`src/rtl/trig_gen.sv`:
```
// Debounced push-button trigger generator. It queues up to three events and issues each as a
// one-cycle pulse on a, handshaking with a downstream pulse stretcher through busy.
module trig_gen #(
  parameter int unsigned DEB_CYCLES  = 4,
  parameter int unsigned ACK_TIMEOUT = 7
) (
  input  logic       clk,
  input  logic       rst,
  input  logic       key_in,
  input  logic       busy,
  output logic       a,
  output logic [1:0] pend_cnt,
  output logic       overflow,
  output logic       no_ack
);

  localparam logic [3:0] DebLast  = 4'(DEB_CYCLES - 1);
  localparam logic [3:0] AckLimit = 4'(ACK_TIMEOUT);

  typedef enum logic [1:0] {StIdle, StFire, StWaitBusy, StWaitDone} state_e;

  state_e     state_q, state_d;
  logic [1:0] sync_q;
  logic       deb_lvl_q, deb_lvl_d, deb_prev_q;
  logic [3:0] deb_cnt_q, deb_cnt_d;
  logic [3:0] tmo_q, tmo_d;
  logic [1:0] pend_q, pend_d;
  logic       ovf_q, ovf_d;
  logic       noack_q, noack_d;
  logic       a_q;
  logic       key_s, rise, fire;

  assign key_s = sync_q[1];
  // Only 0->1 transitions of the debounced level are events.
  assign rise  = deb_lvl_q & ~deb_prev_q;
  assign fire  = (state_q == StFire);

  // Any sample agreeing with the current level restarts the count.
  always_comb begin
    deb_cnt_d = '0;
    deb_lvl_d = deb_lvl_q;
    if (key_s != deb_lvl_q) begin
      if (deb_cnt_q == DebLast) begin
        deb_lvl_d = key_s;
      end else begin
        deb_cnt_d = deb_cnt_q + 4'd1;
      end
    end
  end

  always_comb begin
    pend_d = pend_q;
    ovf_d  = ovf_q;
    if (rise && !fire) begin
      if (pend_q == 2'd3) begin
        ovf_d = 1'b1;
      end else begin
        pend_d = pend_q + 2'd1;
      end
    end else if (fire && !rise) begin
      pend_d = pend_q - 2'd1;
    end
  end

  always_comb begin
    state_d = state_q;
    tmo_d   = tmo_q;
    noack_d = noack_q;
    unique case (state_q)
      StIdle: begin
        tmo_d = '0;
        if (pend_q != 2'd0 && !busy) state_d = StFire;
      end
      StFire: begin
        tmo_d   = '0;
        state_d = StWaitBusy;
      end
      StWaitBusy: begin
        if (busy) begin
          state_d = StWaitDone;
        end else begin
          tmo_d = tmo_q + 4'd1;
          if (tmo_d == AckLimit) begin
            state_d = StIdle;
            noack_d = 1'b1;
          end
        end
      end
      StWaitDone: begin
        if (!busy) state_d = StIdle;
      end
      default: state_d = StIdle;
    endcase
  end

  always_ff @(posedge clk) begin
    if (!rst) begin
      state_q    <= StIdle;
      sync_q     <= '0;
      deb_lvl_q  <= 1'b0;
      deb_prev_q <= 1'b0;
      deb_cnt_q  <= '0;
      tmo_q      <= '0;
      pend_q     <= '0;
      ovf_q      <= 1'b0;
      noack_q    <= 1'b0;
      a_q        <= 1'b0;
    end else begin
      state_q    <= state_d;
      sync_q     <= {sync_q[0], key_in};
      deb_lvl_q  <= deb_lvl_d;
      deb_prev_q <= deb_lvl_q;
      deb_cnt_q  <= deb_cnt_d;
      tmo_q      <= tmo_d;
      pend_q     <= pend_d;
      ovf_q      <= ovf_d;
      noack_q    <= noack_d;
      a_q        <= (state_d == StFire);
    end
  end

  assign a        = a_q;
  assign pend_cnt = pend_q;
  assign overflow = ovf_q;
  assign no_ack   = noack_q;

endmodule

```
`config.mk`:
```
export PLATFORM = sky130hd
export DESIGN_NAME = trig_gen
export DESIGN_NICKNAME = d
export VERILOG_FILES = /design/src/rtl/trig_gen.sv
export SDC_FILE = /design/constraint.sdc
export NUM_CORES = 1
export LEC_CHECK = 0
export ABC_CLOCK_PERIOD_IN_PS = 2420
export BUFFER_PORTS_ARGS = -buffer_cell sky130_fd_sc_hd__buf_2
export CORE_ASPECT_RATIO = 1.1
export CORE_UTILIZATION = 45
export CTS_BUF_LIST = sky130_fd_sc_hd__clkbuf_8
export CTS_CLUSTER_SIZE = 10
export DETAILED_ROUTE_END_ITERATION = 7
export PLACE_DENSITY = 0.75
export RECOVER_POWER = 25
export SLEW_MARGIN = 20
export SYNTH_ARGS = -nofsm -noshare
export SYNTH_HDL_FRONTEND = slang
export SYNTH_SLANG_ARGS = --single-unit
```
`constraint.sdc`:
```
create_clock -name clk -period 2.42 [get_ports clk]
set_input_delay 0.484 -clock clk [delete_from_list [all_inputs] [get_ports clk]]
set_output_delay 0.484 -clock clk [all_outputs]
set_load 0.02 [all_outputs]
```
-- After elaboration in Yosys (flattened, before gate mapping)
Cells that the tools add are included.
- logic and storage cells: 56
- bits in latches: 0
- register bits after elaboration: 19
- ROM bits: 0
- RAM bits: 0
- memories: 0
- order comparisons: 0
- $mul: 0
- bitwise gates (word level): 5
- reductions and logical operators: 17
- equality and inequality tests: 10
- div/mod/pow operators: 0
- muxes and demuxes: 10
- shifts and indexed selects: 0
- add/subtract/negate cells: 4
- operators by type and width (cell ; count):
    2-bit two-way mux ; 7
    4-bit by 1-bit adder with 4-bit output (second input constant) ; 2
    2-bit case mux with 4 select lines ; 1
    4-bit case mux with 2 select lines ; 1
    2-bit AND reduction ; 4
    2-bit equality test (second input constant) ; 3
    2-bit nonzero test ; 3
    2-bit by 1-bit equality test with 1-bit output (second input constant) ; 2
    4-bit by 2-bit equality test with 1-bit output (second input constant) ; 1
    4-bit by 3-bit equality test with 1-bit output (second input constant) ; 1
    4-bit two-way mux ; 1
    2-bit inequality test (second input constant) ; 2
    1-bit inverter ; 4
    1-bit logical AND ; 3
    1-bit logical NOT ; 3
    3-bit AND reduction ; 1
    3-bit OR reduction ; 1
    2-bit by 1-bit adder with 2-bit output (second input constant) ; 1
    2-bit logical NOT ; 1
    2-bit OR reduction ; 1
    2-bit by 1-bit subtractor with 2-bit output (second input constant) ; 1
    1-bit bitwise AND ; 1
    1-bit inequality test ; 1

-- Depth between registers and ports, before layout
Gate-level depths: netlist of the first run.
- word-level depth: 6
- mapped depth: 6
- mapped depth without buffers: 6

-- Least setup slack after synthesis of the first run
Ideal clock, no wire load.
- kind: reg2reg
- from: reg pend_q[0] (netlist: pend_cnt[0])
- to: reg a_q (netlist: a)
- library setup time: 0.065 ns
- clock period less this slack: 1.305 ns
- setup slack: 1.115 ns
- cell stages (with the launch flop): 5
- data arrival time: 1.240 ns
- cell sequence: dfxtp_1 -> nor2_1 -> or4_1 -> a21boi_2 -> nor2b_1
- cells in the longest elaborated chain, start to end: 5
- RTL lines (what ; line ; text):
    start, declared ; 27 ; logic [1:0] pend_q, pend_d;
    start signal, assigned ; 115 ; pend_q <= pend_d;
    2-bit nonzero test ; 72 ; if (pend_q != 2'd0 && !busy) state_d = StFire;
    1-bit logical AND ; 72 ;
    2-bit two-way mux ; 72 ;
    2-bit case mux with 4 select lines ; 69 ; unique case (state_q)
    2-bit by 1-bit equality test with 1-bit output ; 118 ; a_q <= (state_d == StFire);
    end signal, assigned ; 118 ;
    end, declared ; 30 ; logic a_q;
No other way between the ends.
A chain may end at the register's enable or synchronous reset.

-- Final worst setup path of the first run
- from: reg tmo_q[0]
- to: reg state_q[1]
- cells in the longest elaborated chain, start to end: 5
- RTL lines (what ; line ; text):
    start, declared ; 26 ; logic [3:0] tmo_q, tmo_d;
    start signal, assigned ; 114 ; tmo_q <= tmo_d;
    4-bit by 1-bit adder with 4-bit output ; 82 ; tmo_d = tmo_q + 4'd1;
    4-bit by 3-bit equality test with 1-bit output ; 83 ; if (tmo_d == AckLimit) begin
    2-bit two-way mux ; 83 ;
    2-bit two-way mux ; 79 ; if (busy) begin
    2-bit case mux with 4 select lines ; 69 ;
    end signal, assigned ; 98 ; state_q <= StIdle;
    end signal, assigned ; 109 ; state_q <= state_d;
    end, declared ; 22 ; state_e state_q, state_d;
No other way between the ends.

==> results of run 1 <==
## worst min-delay path by stage
stage / slack (ns) / endpoint / from
finish: 0.43 / sync_q[0]$_SDFF_PN0_ / key_in
global route: 0.43 / sync_q[0]$_SDFF_PN0_ / key_in
CTS: 0.42 / sync_q[0]$_SDFF_PN0_ / key_in
detailed placement: 0.43 / sync_q[1]$_SDFF_PN0_ / sync_q[0]$_SDFF_PN0_
global placement: 0.42 / sync_q[1]$_SDFF_PN0_ / sync_q[0]$_SDFF_PN0_
floorplan: 0.41 / sync_q[1]$_SDFF_PN0_ / sync_q[0]$_SDFF_PN0_
## report_power, final
group          leakage [nW]  switching, mW  internal, mW
registers             0.154         0.0267         0.335
clock network        0.0217          0.106         0.116
logic                 0.196         0.0543        0.0440
## cell families (layout without fill, tap and decap cells)
kind of cell / after synthesis / after routing
xor+xnor: 6 / 6
compound gates: 16 / 16
fa+ha+maj: 3 / 3
flops: 19 / 19
simple gates: 34 / 34
buf+inv: 5 / 16
mux: 1 / 1
## Yosys cell counts, drive strengths merged, types with 2 or more instances
cell / instances
and2: 4
nor2b: 2
o21ai: 2
a21o: 2
nor2: 12
xnor2: 2
nand3: 4
nand2: 5
xor2: 4
dfxtp: 19
nand2b: 3
inv: 4
a21boi: 3
a21oi: 3
ha: 3
## critical path, cell delays in order, from the launching register on
cell and delay [ns]:
dfxtp_1 0.44, ha_1 0.22, nand2b_1 0.11, a21oi_1 0.05, o311ai_1 0.35, and2_1 0.17
## area by class of cell
class                   count  area [um^2]
multi-input cells          60          383
well taps                  17         21.3
repair buffers              8         38.8
fillers                   159          708
clock buffers               3         41.3
flip-flops and latches     19          380
clock inverters             1         7.51
inverters                   4         15.0
## flip-flops by register name, summed over array words and instances (netlist names)
signal / flops
deb_cnt_q: 4
tmo_q: 4
pend_cnt: 2
state_q: 2
sync_q: 2
a: 1
deb_lvl_q: 1
deb_prev_q: 1
no_ack: 1
overflow: 1
## metal layers
layer  vias to the layer above  global-route usage (%)
met1                       260                    19.0
met3                         4                    3.97
met2                         9                    22.2
met4                         0                    11.6
met5                         -                       0
li1                        310                       -
## per-stage QoR
step / hold WS, ns / cell area (um^2) / util (%)
after CTS: 0.424 / 888 / 55.7
after floorplan: 0.412 / 782 / -
after detailed placement: 0.428 / 840 / 52.6
final: 0.428 / 887 / 55.6
after global routing: 0.434 / 887 / 55.6
after global placement: 0.419 / 840 / 52.6
==> impl_metrics.toml, run 1 <==
[sta]
setup_ws_ns = 1.05
tightest_slew_ns = 0.436
hold_viol_final = 0
fin_worst_skew_ns = 0.00592
max_slew_margin_pct = 70.9
period_minus_slack_ns = 1.37
report.final.slew_viol_count = 0
finalSetupTns_ns = 0
setup_violations = 0
rsz0062_at_grt = "false"
fmax_ghz = 0.730
fin_crit_sh_pct = 56.6

[clock_tree]
clock-sinks = 19
clk_transition_reported_paths_ns = 0.07
clock_path_buffers = 2
postCtsHoldBufs = 0
cts_tree = "done"
numCtsBuffers = 3
clock_latency_ns = 0.26
postCtsResizedCells = 0
root_buffer = "clkbuf_8"
post-cts-setup-buffer-count = 0
cts_max_level = 1

[floorplan]
die_h_um = 45.7
coreArea_mm2 = 0.00160
die_x_um = 41.7
initial_core_util_pct = 49.0
die_area_mm2 = 0.00191
ios = 9
row_count = 15

[pwr]
ir_drop_uv = 426
p_per_area_mw_per_mm2 = 769
p_leak_nw = 0.371
power_mw = 0.682

[outcome]
run_status = "finished clean"

[worst_setup_path]
critPathArrivalTime_ns = 1.58
endpoint = "state_q[1]$_SDFF_PN0_"
critPathLaunch = "tmo_q[0]$_SDFFE_PN0P_"
crit_fanout = 6
cp.required_ns = 2.63
rr_startpoint = "tmo_q[0]$_SDFFE_PN0P_"
startpoint_type = "register"
cp-end-kind = "register"
r2r-end = "state_q[1]$_SDFF_PN0_"
ff2ff_setup_slack_ns = 1.05
reg2reg_depth = 5
critPathKind = "register to register"

[yosys]
muxShareOfSynthArea_pct = 1.28
synth_area_leader_cell = "dfxtp_1"
ys_top_cells_by_area = "dfxtp_1 49%, nor2_1 5.8%, ha_1 4.8%"
synth_fp_nets = 91
synth_edf_count = 0
async_flop_share_pct = 0
synth_seq_cells = 19
syn_inst = 84
mappedNetlistArea_um2 = 782
synthFlopType = "dfxtp_1"
ys_seq_area_share_pct = 48.6
synth_compound_area_share_pct = 14.7
synth-simple-area-share_pct = 21.4
ys_types = 28
synth_top_area_share_pct = 48.6
avgSynthCellArea_um2 = 9.31
synthAdderAreaFrac_pct = 4.80
ys_warn_count = 0
synth-xor-area-share_pct = 6.72
synth_top_family_by_area = "simple AND/OR/NAND/NOR gates"

[hold_path]
hp-class = "input port to register"
hold_depth = 2

[grt]
grt_max_degree = 13
antenna_found_initial = 0
grt_pass1_vias = 485
grt.total_usage_pct = 15.1
grt_remaining_overflow = 0
grt_pass1_wl_um = 2080

[detailed_routing]
dr.pass1.iters = 4
wl_met1_um = 601
wl_met2_um = 518
top_layer = "met4"
vias = 583
routed_wl_um = 1190
route.met3.wl_um = 47
drt-wirelength-per-cell_um = 10.7
final_antenna_net_count = 0
drc = 0
drt_iter0_drc = 10
viasPerCell = 5.21

[cells_and_area]
area_growth_pct = 13.4
stdcell_count = 112
final_common_cell = "dfxtp_1"
post_route_cells_drive_above_1_share_pct = 12.6
antenna_cells = 0
fin_nets = 103
final_cell_mix = "19 x dfxtp_1, 12 x nor2_1, 7 x buf_2"

[place]
dp_slack_ns = 0.984
dp_cells = 108
place_hpwl_um = 895
routabilityCongestion = 0.770
port_buffers = 8

[flow_run]
cap_violations = 0
(Power assumes the default switching activity.)
==> run 2, diff against run 1 <==
--- a/config.mk
+++ b/config.mk
@@ -5,7 +5,7 @@
 export SDC_FILE = /design/constraint.sdc
 export NUM_CORES = 1
 export LEC_CHECK = 0
-export ABC_CLOCK_PERIOD_IN_PS = 2420
+export ABC_CLOCK_PERIOD_IN_PS = 1400
 export BUFFER_PORTS_ARGS = -buffer_cell sky130_fd_sc_hd__buf_2
 export CORE_ASPECT_RATIO = 1.1
 export CORE_UTILIZATION = 45
==> constraint.sdc (replaced) <==
create_clock -name clk -period 1.4 [get_ports clk]
set_input_delay 0.28 -clock clk [delete_from_list [all_inputs] [get_ports clk]]
set_output_delay 0.28 -clock clk [all_outputs]
set_load 0.02 [all_outputs]
==> run 2 against run 1 <==
Effect of this change: sequential share of layout area decreased by 0.50 points; worst setup slack got worse by 0.97 ns; cell count increased by 1.8%; total power increased by 72%; critical path type unchanged; critical path depth decreased by 1.
==> impl_metrics.toml, run 2 (synthesis results as in run 1) <==
[detailed_routing]
drc = 0
drt-wirelength-per-cell_um = 11.7
viasPerCell = 5.21
dr.pass1.iters = 4
routed_wl_um = 1330
drt_iter0_drc = 8
final_antenna_net_count = 0
vias = 594

[cells_and_area]
multi_input_area_um2 = 387
final_common_cell = "dfxtp_1"
area_growth_pct = 15.5
fin_area_um2 = 903
post_route_cells_drive_above_1_share_pct = 15.5
top_regs = "deb_cnt_q x4, tmo_q x4"
regArea_um2 = 383
nFillCells = 148
fin_nets = 105
final_cell_mix = "17 x dfxtp_1, 12 x nor2_1, 6 x buf_2"
antenna_cells = 0

[clock_tree]
clock_latency_ns = 0.25
postCtsResizedCells = 0
numCtsBuffers = 3
root_buffer = "clkbuf_8"
clock-sinks = 19
postCtsHoldBufs = 0
cts_tree = "done"
post-cts-setup-buffer-count = 0
clk_transition_reported_paths_ns = 0.07
cts_max_level = 1
clock_path_buffers = 2

[sta]
hold_viol_final = 0
fin_worst_skew_ns = 0.000203
tightest_slew_ns = 0.452
report.final.slew_viol_count = 0
finalSetupTns_ns = 0
rsz0062_at_grt = "false"
fmax_ghz = 0.757
period_minus_slack_ns = 1.32
fin_crit_sh_pct = 94.4
max_slew_margin_pct = 69.9
setup_violations = 0

[floorplan]
die_x_um = 41.7
die_h_um = 45.7
row_count = 15
die_area_mm2 = 0.00191
coreArea_mm2 = 0.00160
ios = 9
initial_core_util_pct = 49.0

[pwr]
ir_drop_uv = 792
p_per_area_mw_per_mm2 = 1300
p_leak_nw = 0.383

[worst_setup_path]
critPathArrivalTime_ns = 1.47
critPathKind = "register to register"
cp.required_ns = 1.55
startpoint_type = "register"
slowest_delay_ns = 0.39
crit_chain = "ha_1 -> nor3b_1 -> o311ai_1 -> and2_1"
ff2ff_setup_slack_ns = 0.08
crit_path_top_delay_cell = "dfxtp_2"
cp-end-kind = "register"
crit_fanout = 6

[place]
place_area_um2 = 855
place_hpwl_um = 945
port_buffers = 8
routabilityCongestion = 0.758

[grt]
grt.total_usage_pct = 15.7
grt_remaining_overflow = 0
antenna_found_initial = 0
grt_pass1_wl_um = 2170
grt_max_degree = 13
grt_pass1_vias = 544

[hold_path]
hp-class = "input port to register"

[flow_run]
cap_violations = 0

[outcome]
run_status = "finished clean"
run 2: area by class of cell:
class	instances	share of cell area (%)
multi-input cells	60	42.8
inverters	4	1.66
flip-flops and latches	19	42.4
repair buffers	10	5.82
clock inverters	1	0.416
well taps	17	2.35
clock buffers	3	4.57
run 2: worst max-delay path: cells and delay by family, from the launching register on:
| family | cells | cell delay [ns] |
|---|---|---|
| AOI/OAI and AO/OA | 1 | 0.16 |
| DFF | 1 | 0.39 |
| adders and majority gates | 1 | 0.19 |
| and+or+nand+nor | 2 | 0.47 |
run 2: metrics by stage:
step	total power, mW	utilization [%]	cells	hold slack [ns]	setup slack, ns
2_1_floorplan	0.760	-	84	0.407	0.0950
3_3_place_gp	0.817	53.6	110	0.416	0.134
3_5_place_dp	0.827	53.6	110	0.437	0.0509
4_1_cts	1.19	56.4	114	0.228	0.0255
5_1_grt	1.23	56.6	114	0.249	0.0171
6_report	1.17	56.6	114	0.232	0.0791
run 2: per-layer routing:
| metal | track usage, % | vias up | part of all wire [%] |
|---|---|---|---|
| li1 | - | 311 | - |
| met1 | 18.0 | 272 | 47 |
| met2 | 26.9 | 9 | 50 |
| met3 | 3.57 | 2 | 2.7 |
| met4 | 9.68 | 0 | 0.75 |
| met5 | 0 | - | 0 |
run 2: final timing paths:
check	from	end	depth (start not counted)
worst max-delay path	tmo_q[0]$_SDFFE_PN0P_	state_q[1]$_SDFF_PN0_	4
worst min-delay path	key_in	sync_q[0]$_SDFF_PN0_	2
worst max register to register	tmo_q[0]$_SDFFE_PN0P_	state_q[1]$_SDFF_PN0_	4
worst min register to register	sync_q[0]$_SDFF_PN0_	sync_q[1]$_SDFF_PN0_	1
run 2: power by group:
| group | switching [mW] | internal, mW |
|---|---|---|
| Combinational | 0.107 | 0.0864 |
| Clock | 0.166 | 0.194 |
| Sequential | 0.0410 | 0.581 |
